===== src/rtl/pn_pkg.sv =====
// Shared constants for the Polish Notation stack evaluator: opcodes, scan modes
// and FSM state encoding.
package pn_pkg;

  localparam logic [2:0] OP_ADD     = 3'd0;
  localparam logic [2:0] OP_SUB     = 3'd1;
  localparam logic [2:0] OP_MUL     = 3'd2;
  localparam logic [2:0] OP_ABS_SUM = 3'd3;
  localparam logic [2:0] OP_ABS_DIF = 3'd4;
  localparam logic [2:0] OP_MAX     = 3'd5;
  localparam logic [2:0] OP_MIN     = 3'd6;
  localparam logic [2:0] OP_ILL     = 3'd7;

  localparam logic MODE_PRE  = 1'b0;
  localparam logic MODE_POST = 1'b1;

  typedef enum logic [1:0] {
    StIdle,
    StLoad,
    StEval,
    StOut
  } state_e;

endpackage


===== src/rtl/pn_stack_eval_if.sv =====
// Token input / result output bundle between the token front-end, the evaluator
// and the result collector.
interface pn_stack_eval_if #(
    parameter int unsigned DATA_W = 32,
    parameter int unsigned IN_W   = 3
);
    logic              i_in_valid;
    logic              i_mode;
    logic              i_operator;
    logic [IN_W-1:0]   i_in;
    logic              o_busy;
    logic              o_out_valid;
    logic              o_err;
    logic [DATA_W-1:0] o_out;

    modport master (
        output i_in_valid, i_mode, i_operator, i_in,
        input  o_busy, o_out_valid, o_err, o_out
    );

    modport slave (
        input  i_in_valid, i_mode, i_operator, i_in,
        output o_busy, o_out_valid, o_err, o_out
    );
endinterface


===== src/rtl/pn_alu.sv =====
// Combinational operator unit; all results wrap modulo 2^DATA_W.
module pn_alu
    import pn_pkg::*;
#(
    parameter int unsigned DATA_W = 32
) (
    input  logic [2:0]        i_op,
    input  logic [DATA_W-1:0] i_x,
    input  logic [DATA_W-1:0] i_y,
    output logic [DATA_W-1:0] o_res,
    output logic              o_illegal
);
    logic [DATA_W-1:0] w_sum;
    logic [DATA_W-1:0] w_dif;
    logic [DATA_W-1:0] w_prod;

    assign w_sum  = i_x + i_y;
    assign w_dif  = i_x - i_y;
    assign w_prod = i_x * i_y;

    // Negating the most-negative value wraps back to itself.
    always_comb begin
        o_res     = '0;
        o_illegal = 1'b0;
        unique case (i_op)
            OP_ADD:     o_res = w_sum;
            OP_SUB:     o_res = w_dif;
            OP_MUL:     o_res = w_prod;
            OP_ABS_SUM: o_res = w_sum[DATA_W-1] ? -w_sum : w_sum;
            OP_ABS_DIF: o_res = w_dif[DATA_W-1] ? -w_dif : w_dif;
            OP_MAX:     o_res = ($signed(i_x) > $signed(i_y)) ? i_x : i_y;
            OP_MIN:     o_res = ($signed(i_x) < $signed(i_y)) ? i_x : i_y;
            default:    o_illegal = 1'b1;
        endcase
    end
endmodule


===== src/rtl/pn_stack_eval.sv =====
// Buffers one token frame, then evaluates it as a prefix or postfix expression on
// an internal stack, one token per cycle, and reports a signed result with an error flag.
module pn_stack_eval
    import pn_pkg::*;
#(
    parameter int unsigned DATA_W  = 32,
    parameter int unsigned IN_W    = 3,
    parameter int unsigned MAX_TOK = 16,
    parameter int unsigned STK_D   = 16
) (
    input logic                clk,
    input logic                rst_n,
    pn_stack_eval_if.slave     io_bus
);
    localparam int unsigned CNT_W  = $clog2(MAX_TOK + 1);
    localparam int unsigned IDX_W  = $clog2(MAX_TOK);
    localparam int unsigned SP_W   = $clog2(STK_D + 1);
    localparam int unsigned STK_IW = $clog2(STK_D);

    state_e              r_state, w_state_d;
    logic [IN_W-1:0]     r_tok_val [MAX_TOK];
    logic [MAX_TOK-1:0]  r_tok_op;
    logic [CNT_W-1:0]    r_cnt, r_rem;
    logic [IDX_W-1:0]    r_idx;
    logic                r_mode, r_err;
    logic [DATA_W-1:0]   r_stk [STK_D];
    logic [SP_W-1:0]     r_sp;

    logic                w_post, w_tok_op, w_store, w_op_hi;
    logic [IN_W-1:0]     w_tok_val;
    logic [IDX_W-1:0]    w_wr_idx;
    logic [STK_IW-1:0]   w_top_idx, w_nxt_idx, w_stk_widx;
    logic [DATA_W-1:0]   w_top, w_nxt, w_x, w_y, w_alu_res, w_stk_wdata;
    logic                w_alu_ill, w_push, w_pop, w_ev_err, w_stk_we, w_final_err;

    assign w_post    = (r_mode == MODE_POST);
    assign w_tok_op  = r_tok_op[r_idx];
    assign w_tok_val = r_tok_val[r_idx];
    assign w_op_hi   = (w_tok_val >> 3) != '0;
    assign w_store   = io_bus.i_in_valid && ((r_state == StIdle) ||
                       ((r_state == StLoad) && (r_cnt != CNT_W'(MAX_TOK))));
    assign w_wr_idx  = (r_state == StIdle) ? '0 : IDX_W'(r_cnt);

    assign w_top_idx = STK_IW'(r_sp - SP_W'(1));
    assign w_nxt_idx = STK_IW'(r_sp - SP_W'(2));
    assign w_top     = r_stk[w_top_idx];
    assign w_nxt     = r_stk[w_nxt_idx];
    // Prefix: x is the first pop; postfix: x is the second pop.
    assign w_x       = w_post ? w_nxt : w_top;
    assign w_y       = w_post ? w_top : w_nxt;

    pn_alu #(.DATA_W(DATA_W)) u_alu (
        .i_op      (w_tok_val[2:0]),
        .i_x       (w_x),
        .i_y       (w_y),
        .o_res     (w_alu_res),
        .o_illegal (w_alu_ill)
    );

    always_comb begin
        w_push      = 1'b0;
        w_pop       = 1'b0;
        w_ev_err    = 1'b0;
        w_stk_we    = 1'b0;
        w_stk_widx  = STK_IW'(r_sp);
        w_stk_wdata = DATA_W'(w_tok_val);
        if (r_state == StEval) begin
            if (!w_tok_op) begin
                if (r_sp == SP_W'(STK_D)) begin
                    w_ev_err = 1'b1;
                end else begin
                    w_push   = 1'b1;
                    w_stk_we = 1'b1;
                end
            end else if (r_sp < SP_W'(2)) begin
                w_ev_err = 1'b1;
            end else begin
                w_pop       = 1'b1;
                w_stk_we    = 1'b1;
                w_stk_widx  = w_nxt_idx;
                w_stk_wdata = w_op_hi ? '0 : w_alu_res;
                w_ev_err    = w_alu_ill | w_op_hi;
            end
        end
    end

    always_comb begin
        w_state_d = r_state;
        unique case (r_state)
            StIdle:  if (io_bus.i_in_valid) w_state_d = StLoad;
            StLoad:  if (!io_bus.i_in_valid) w_state_d = StEval;
            StEval:  if (r_rem == CNT_W'(1)) w_state_d = StOut;
            StOut:   w_state_d = StIdle;
            default: w_state_d = StIdle;
        endcase
    end

    always_ff @(posedge clk or negedge rst_n) begin
        if (!rst_n) r_state <= StIdle;
        else        r_state <= w_state_d;
    end

    always_ff @(posedge clk or negedge rst_n) begin
        if (!rst_n) begin
            r_cnt  <= '0;
            r_rem  <= '0;
            r_idx  <= '0;
            r_mode <= 1'b0;
            r_err  <= 1'b0;
            r_sp   <= '0;
        end else begin
            unique case (r_state)
                StIdle: if (io_bus.i_in_valid) begin
                    r_cnt  <= CNT_W'(1);
                    r_mode <= io_bus.i_mode;
                    r_err  <= 1'b0;
                    r_sp   <= '0;
                end
                StLoad: if (io_bus.i_in_valid) begin
                    if (r_cnt == CNT_W'(MAX_TOK)) r_err <= 1'b1;
                    else                          r_cnt <= r_cnt + CNT_W'(1);
                end else begin
                    r_rem <= r_cnt;
                    r_idx <= w_post ? '0 : IDX_W'(r_cnt - CNT_W'(1));
                end
                StEval: begin
                    r_rem <= r_rem - CNT_W'(1);
                    r_idx <= w_post ? r_idx + IDX_W'(1) : r_idx - IDX_W'(1);
                    if (w_push)   r_sp  <= r_sp + SP_W'(1);
                    if (w_pop)    r_sp  <= r_sp - SP_W'(1);
                    if (w_ev_err) r_err <= 1'b1;
                end
                default: ;
            endcase
        end
    end

    always_ff @(posedge clk) begin
        if (w_store) begin
            r_tok_val[w_wr_idx] <= io_bus.i_in;
            r_tok_op[w_wr_idx]  <= io_bus.i_operator;
        end
        if (w_stk_we) r_stk[w_stk_widx] <= w_stk_wdata;
    end

    assign w_final_err        = r_err | (r_sp != SP_W'(1));
    assign io_bus.o_busy      = (r_state != StIdle);
    assign io_bus.o_out_valid = (r_state == StOut);
    assign io_bus.o_err       = (r_state == StOut) && w_final_err;
    assign io_bus.o_out       = ((r_state == StOut) && !w_final_err) ? w_top : '0;
endmodule

===== src/flat_wrapper.sv =====
// flat-port wrapper written by rule: the top's interface ports become plain ports
module pn_stack_eval_flat import pn_pkg::*;
#(
    parameter int unsigned DATA_W  = 32,
    parameter int unsigned IN_W    = 3,
    parameter int unsigned MAX_TOK = 16,
    parameter int unsigned STK_D   = 16
)
  (clk, rst_n, io_bus_i_in_valid, io_bus_i_mode, io_bus_i_operator, io_bus_i_in, io_bus_o_busy, io_bus_o_out_valid, io_bus_o_err, io_bus_o_out);
  pn_stack_eval_if #(.DATA_W(DATA_W), .IN_W(IN_W)) io_bus_i ();
  input logic clk;
  input logic rst_n;
  input wire logic [$bits(io_bus_i.i_in_valid)-1:0] io_bus_i_in_valid;
  input wire logic [$bits(io_bus_i.i_mode)-1:0] io_bus_i_mode;
  input wire logic [$bits(io_bus_i.i_operator)-1:0] io_bus_i_operator;
  input wire logic [$bits(io_bus_i.i_in)-1:0] io_bus_i_in;
  output wire logic [$bits(io_bus_i.o_busy)-1:0] io_bus_o_busy;
  output wire logic [$bits(io_bus_i.o_out_valid)-1:0] io_bus_o_out_valid;
  output wire logic [$bits(io_bus_i.o_err)-1:0] io_bus_o_err;
  output wire logic [$bits(io_bus_i.o_out)-1:0] io_bus_o_out;
  assign io_bus_i.i_in_valid = io_bus_i_in_valid;
  assign io_bus_i.i_mode = io_bus_i_mode;
  assign io_bus_i.i_operator = io_bus_i_operator;
  assign io_bus_i.i_in = io_bus_i_in;
  assign io_bus_o_busy = io_bus_i.o_busy;
  assign io_bus_o_out_valid = io_bus_i.o_out_valid;
  assign io_bus_o_err = io_bus_i.o_err;
  assign io_bus_o_out = io_bus_i.o_out;
  pn_stack_eval #(.DATA_W(DATA_W), .IN_W(IN_W), .MAX_TOK(MAX_TOK), .STK_D(STK_D)) u_core (.clk(clk), .rst_n(rst_n), .io_bus(io_bus_i));
endmodule

===== config.mk =====
export PLATFORM = sky130hd
export DESIGN_NAME = pn_stack_eval_flat
export DESIGN_NICKNAME = d
export VERILOG_FILES = /design/src/rtl/pn_pkg.sv /design/src/rtl/pn_stack_eval_if.sv /design/src/rtl/pn_alu.sv /design/src/rtl/pn_stack_eval.sv /design/src/flat_wrapper.sv
export SDC_FILE = /design/constraint.sdc
export NUM_CORES = 2
export LEC_CHECK = 0
export CELL_PAD_IN_SITES_DETAIL_PLACEMENT = 1
export CELL_PAD_IN_SITES_GLOBAL_PLACEMENT = 2
export CORE_MARGIN = 2
export CORE_UTILIZATION = 40
export DETAILED_ROUTE_END_ITERATION = 12
export GPL_TIMING_DRIVEN = 0
export MAX_ROUTING_LAYER = met4
export PLACE_DENSITY = 0.73
export SETUP_SLACK_MARGIN = 0.3
export SYNTH_ARGS = -nofsm -noshare
export SYNTH_HDL_FRONTEND = slang
export SYNTH_HIERARCHICAL = 1
export SYNTH_SLANG_ARGS = --single-unit

===== constraint.sdc =====
create_clock -name clk -period 23.9 [get_ports clk]
set_input_delay 3.585 -clock clk [delete_from_list [all_inputs] [get_ports clk]]
set_output_delay 3.585 -clock clk [all_outputs]
set_load 0.01 [all_outputs]

==> impl_metrics.ini <==
[outcome]
outcome = finished, violations left
failed_checks = max-capacitance violations, max-slew violations

[placement]
place_ws_ns = 6.69
io_buffers = 42
globalplace.congestion = 0.980
dp_cells = 6154
place_hpwl_mm = 158

[die]
die_area_um2 = 129000
coreArea_um2 = 126000
rows = 130
initial_core_util_pct = 40.3
io_pins = 43
die_h_um = 359
die_w_um = 359

[grt]
grt_max_degree = 24
grt_overflow = 0
antenna_found_initial = 18
grt_pass1_vias = 39700
grt_pass1_wl_mm = 287
grt_use_total_pct = 31.7

[layout]
fillers = 13300
synthToLayoutAreaGrowth_pct = 10.9
drive_above_1_share_pct = 12.6
layout.cells.non_filler = 6270
fin_nets = 5191

[timing]
fmax_ghz = 0.0571
relSlewSlack_pct = -5.21
hold_violations = 0
rsz0062_at_grt = false
drv_slew = 16
totalNegativeSetupSlack_ns = 0
min_period_ns = 17.52
setup_viol = 0
period_share_pct = 73.3
fin_skew_ns = 0.0309
worst_slack_ns = 6.38
worstMarginPinSlew_ns = 1.56

[setup_path]
crit_type = reg2reg
cp.arrival_ns = 17.83
worst_setup_path_end_kind = flop
cp_common_cell = fa_1
cp_top_family = buffers and inverters
path_max_fanout = 16
critPathMaxStageDelay_ns = 1.33
cp.required_ns = 24.21
cp-start-kind = flop
path_buf_inv = 11
cpMaxStageDelayCell = o21ai_0

[min_path]
hold_path.class = reg2reg

[clock_tree]
cts_resized = 0
cts_hold_buffers = 0
cts_tree = done
cts.reportedPaths.clkPinSlew_ns = 0.06
cts_inserted_buffers = 61
clk_latency_ns = 0.66
cts.sinks = 599
cts_setup_buffers = 0
root_buffer = clkbuf_16
htreeDepth = 2
clk_path_buf_depth = 3

[synth]
synth_top_area_cell = edfxtp_1
syn_avg_cell_area_um2 = 11.6
synth_flop_cell = edfxtp_1
synth-async-reset-ratio_pct = 3.84
netlist_top_cells_area = edfxtp_1 (34%), fa_1 (16%), mux4_2 (13%)
yosysUniqueCellTypes = 96
ys_ff_latch = 599
synth_common_cells = edfxtp_1 (576), nand2_1 (526), inv_1 (473)
netlist_instances = 4373
yosysWarnings = 6
yosysMostFrequentCell = edfxtp_1
synth_edf_count = 576
syn_area_um2 = 50600
synth.net_count = 4997
yosys.area.top_type_share_pct = 34.2
synth-seq-area-share_pct = 35.4

[route]
via_count = 37700
dr.first_iter.drc_count = 3585
ant_nets = 0
routed_wirelength_mm = 198
wire_per_inst_um = 31.6
vias_per_cell = 6.01
dr.pass1.iters = 6
drc = 0

[run]
cap_violations = 3
logic make-up (layout without fill, tap and decap cells):
logic type | count (synthesis) | in the layout | share of synthesized area (%)
compound gates | 581 | 581 | 7.50
simple gates | 1285 | 1285 | 12.3
buf+inv | 748 | 989 | 5.70
flops | 599 | 599 | 35.4
xor+xnor | 207 | 207 | 3.59
fa+ha+maj | 616 | 616 | 21.4
mux | 337 | 337 | 14.2
other cells | 0 | 6 | 0
stage by stage:
| stage | utilization, % | hold WS (ns) | area [um2] |
|---|---|---|---|
| after floorplan | - | 0.465 | 50600 |
| after global placement | 42.2 | 0.539 | 53000 |
| after detailed placement | 43.1 | 0.539 | 54200 |
| after CTS | 44.6 | 0.577 | 56000 |
| after global routing | 44.6 | 0.603 | 56100 |
| final | 44.6 | 0.575 | 56100 |
layer usage:
metal | global-route usage (%) | share of wire, % | wire, um | vias to the layer above
met5 | - | 0 | 0 | -
met4 | 10.6 | 3.7 | 7350 | 0
met3 | 3.93 | 6.4 | 12700 | 331
met2 | 52.2 | 49 | 97600 | 1505
met1 | 40.8 | 41 | 80300 | 20100
li1 | - | - | - | 15800
layout by cell type, fill, tap and decap left out, types with 23 or more instances in the layout:
cell type / count
a31oi_1: 31
nor3_1: 38
clkbuf_16: 61
buf_6: 66
clkdlybuf4s50_1: 42
xor2_1: 57
mux2i_1: 26
xnor2_1: 150
buf_2: 37
fa_1: 411
and2_1: 309
clkbuf_1: 217
edfxtp_1: 576
dfrtp_1: 23
o21ai_1: 25
ha_1: 205
mux4_2: 303
nand2_1: 526
nand3_1: 65
nor2_1: 187
o21ai_0: 147
clkinv_1: 24
inv_1: 473
a21oi_1: 114
worst paths after layout:
path                                 start             endpoint  slack (ns)  depth (start not counted)
max                         u_core/r_sp[1]  u_core/r_stk[5][31]        6.38                         39
min                        u_core/r_rem[0]      u_core/r_rem[0]        0.57                          1
max reg2reg                 u_core/r_sp[1]  u_core/r_stk[5][31]        6.38                         39
min reg2reg                u_core/r_rem[0]      u_core/r_rem[0]        0.57                          1
max in group asynchronous            rst_n      u_core/r_rem[0]       19.60                          1
min in group asynchronous            rst_n       u_core/r_sp[1]        3.58                          1
final cells by class:
type	count	area (um2)	area share, %
multi-input cells	3026	30000	53.4
flip-flops and latches	599	17900	31.9
well taps	1650	2060	3.68
inverters	480	1800	3.21
clock buffers	73	1570	2.80
repair buffers	131	1410	2.52
plain buffers	268	1080	1.92
clock inverters	37	285	0.509
diodes	6	15.0	0.0268
registers in the layout (all words and copies together), names as in the netlist, 2 cells and up:
signal	count
u_core/r_stk	512
u_core/r_tok_val	48
u_core/r_tok_op	16
u_core/r_cnt	5
u_core/r_rem	5
u_core/r_sp	5
u_core/r_idx	4
u_core/r_state	2
Power is not shown: default switching activity piles up to over one toggle a cycle in this logic, so the estimate is an artifact.
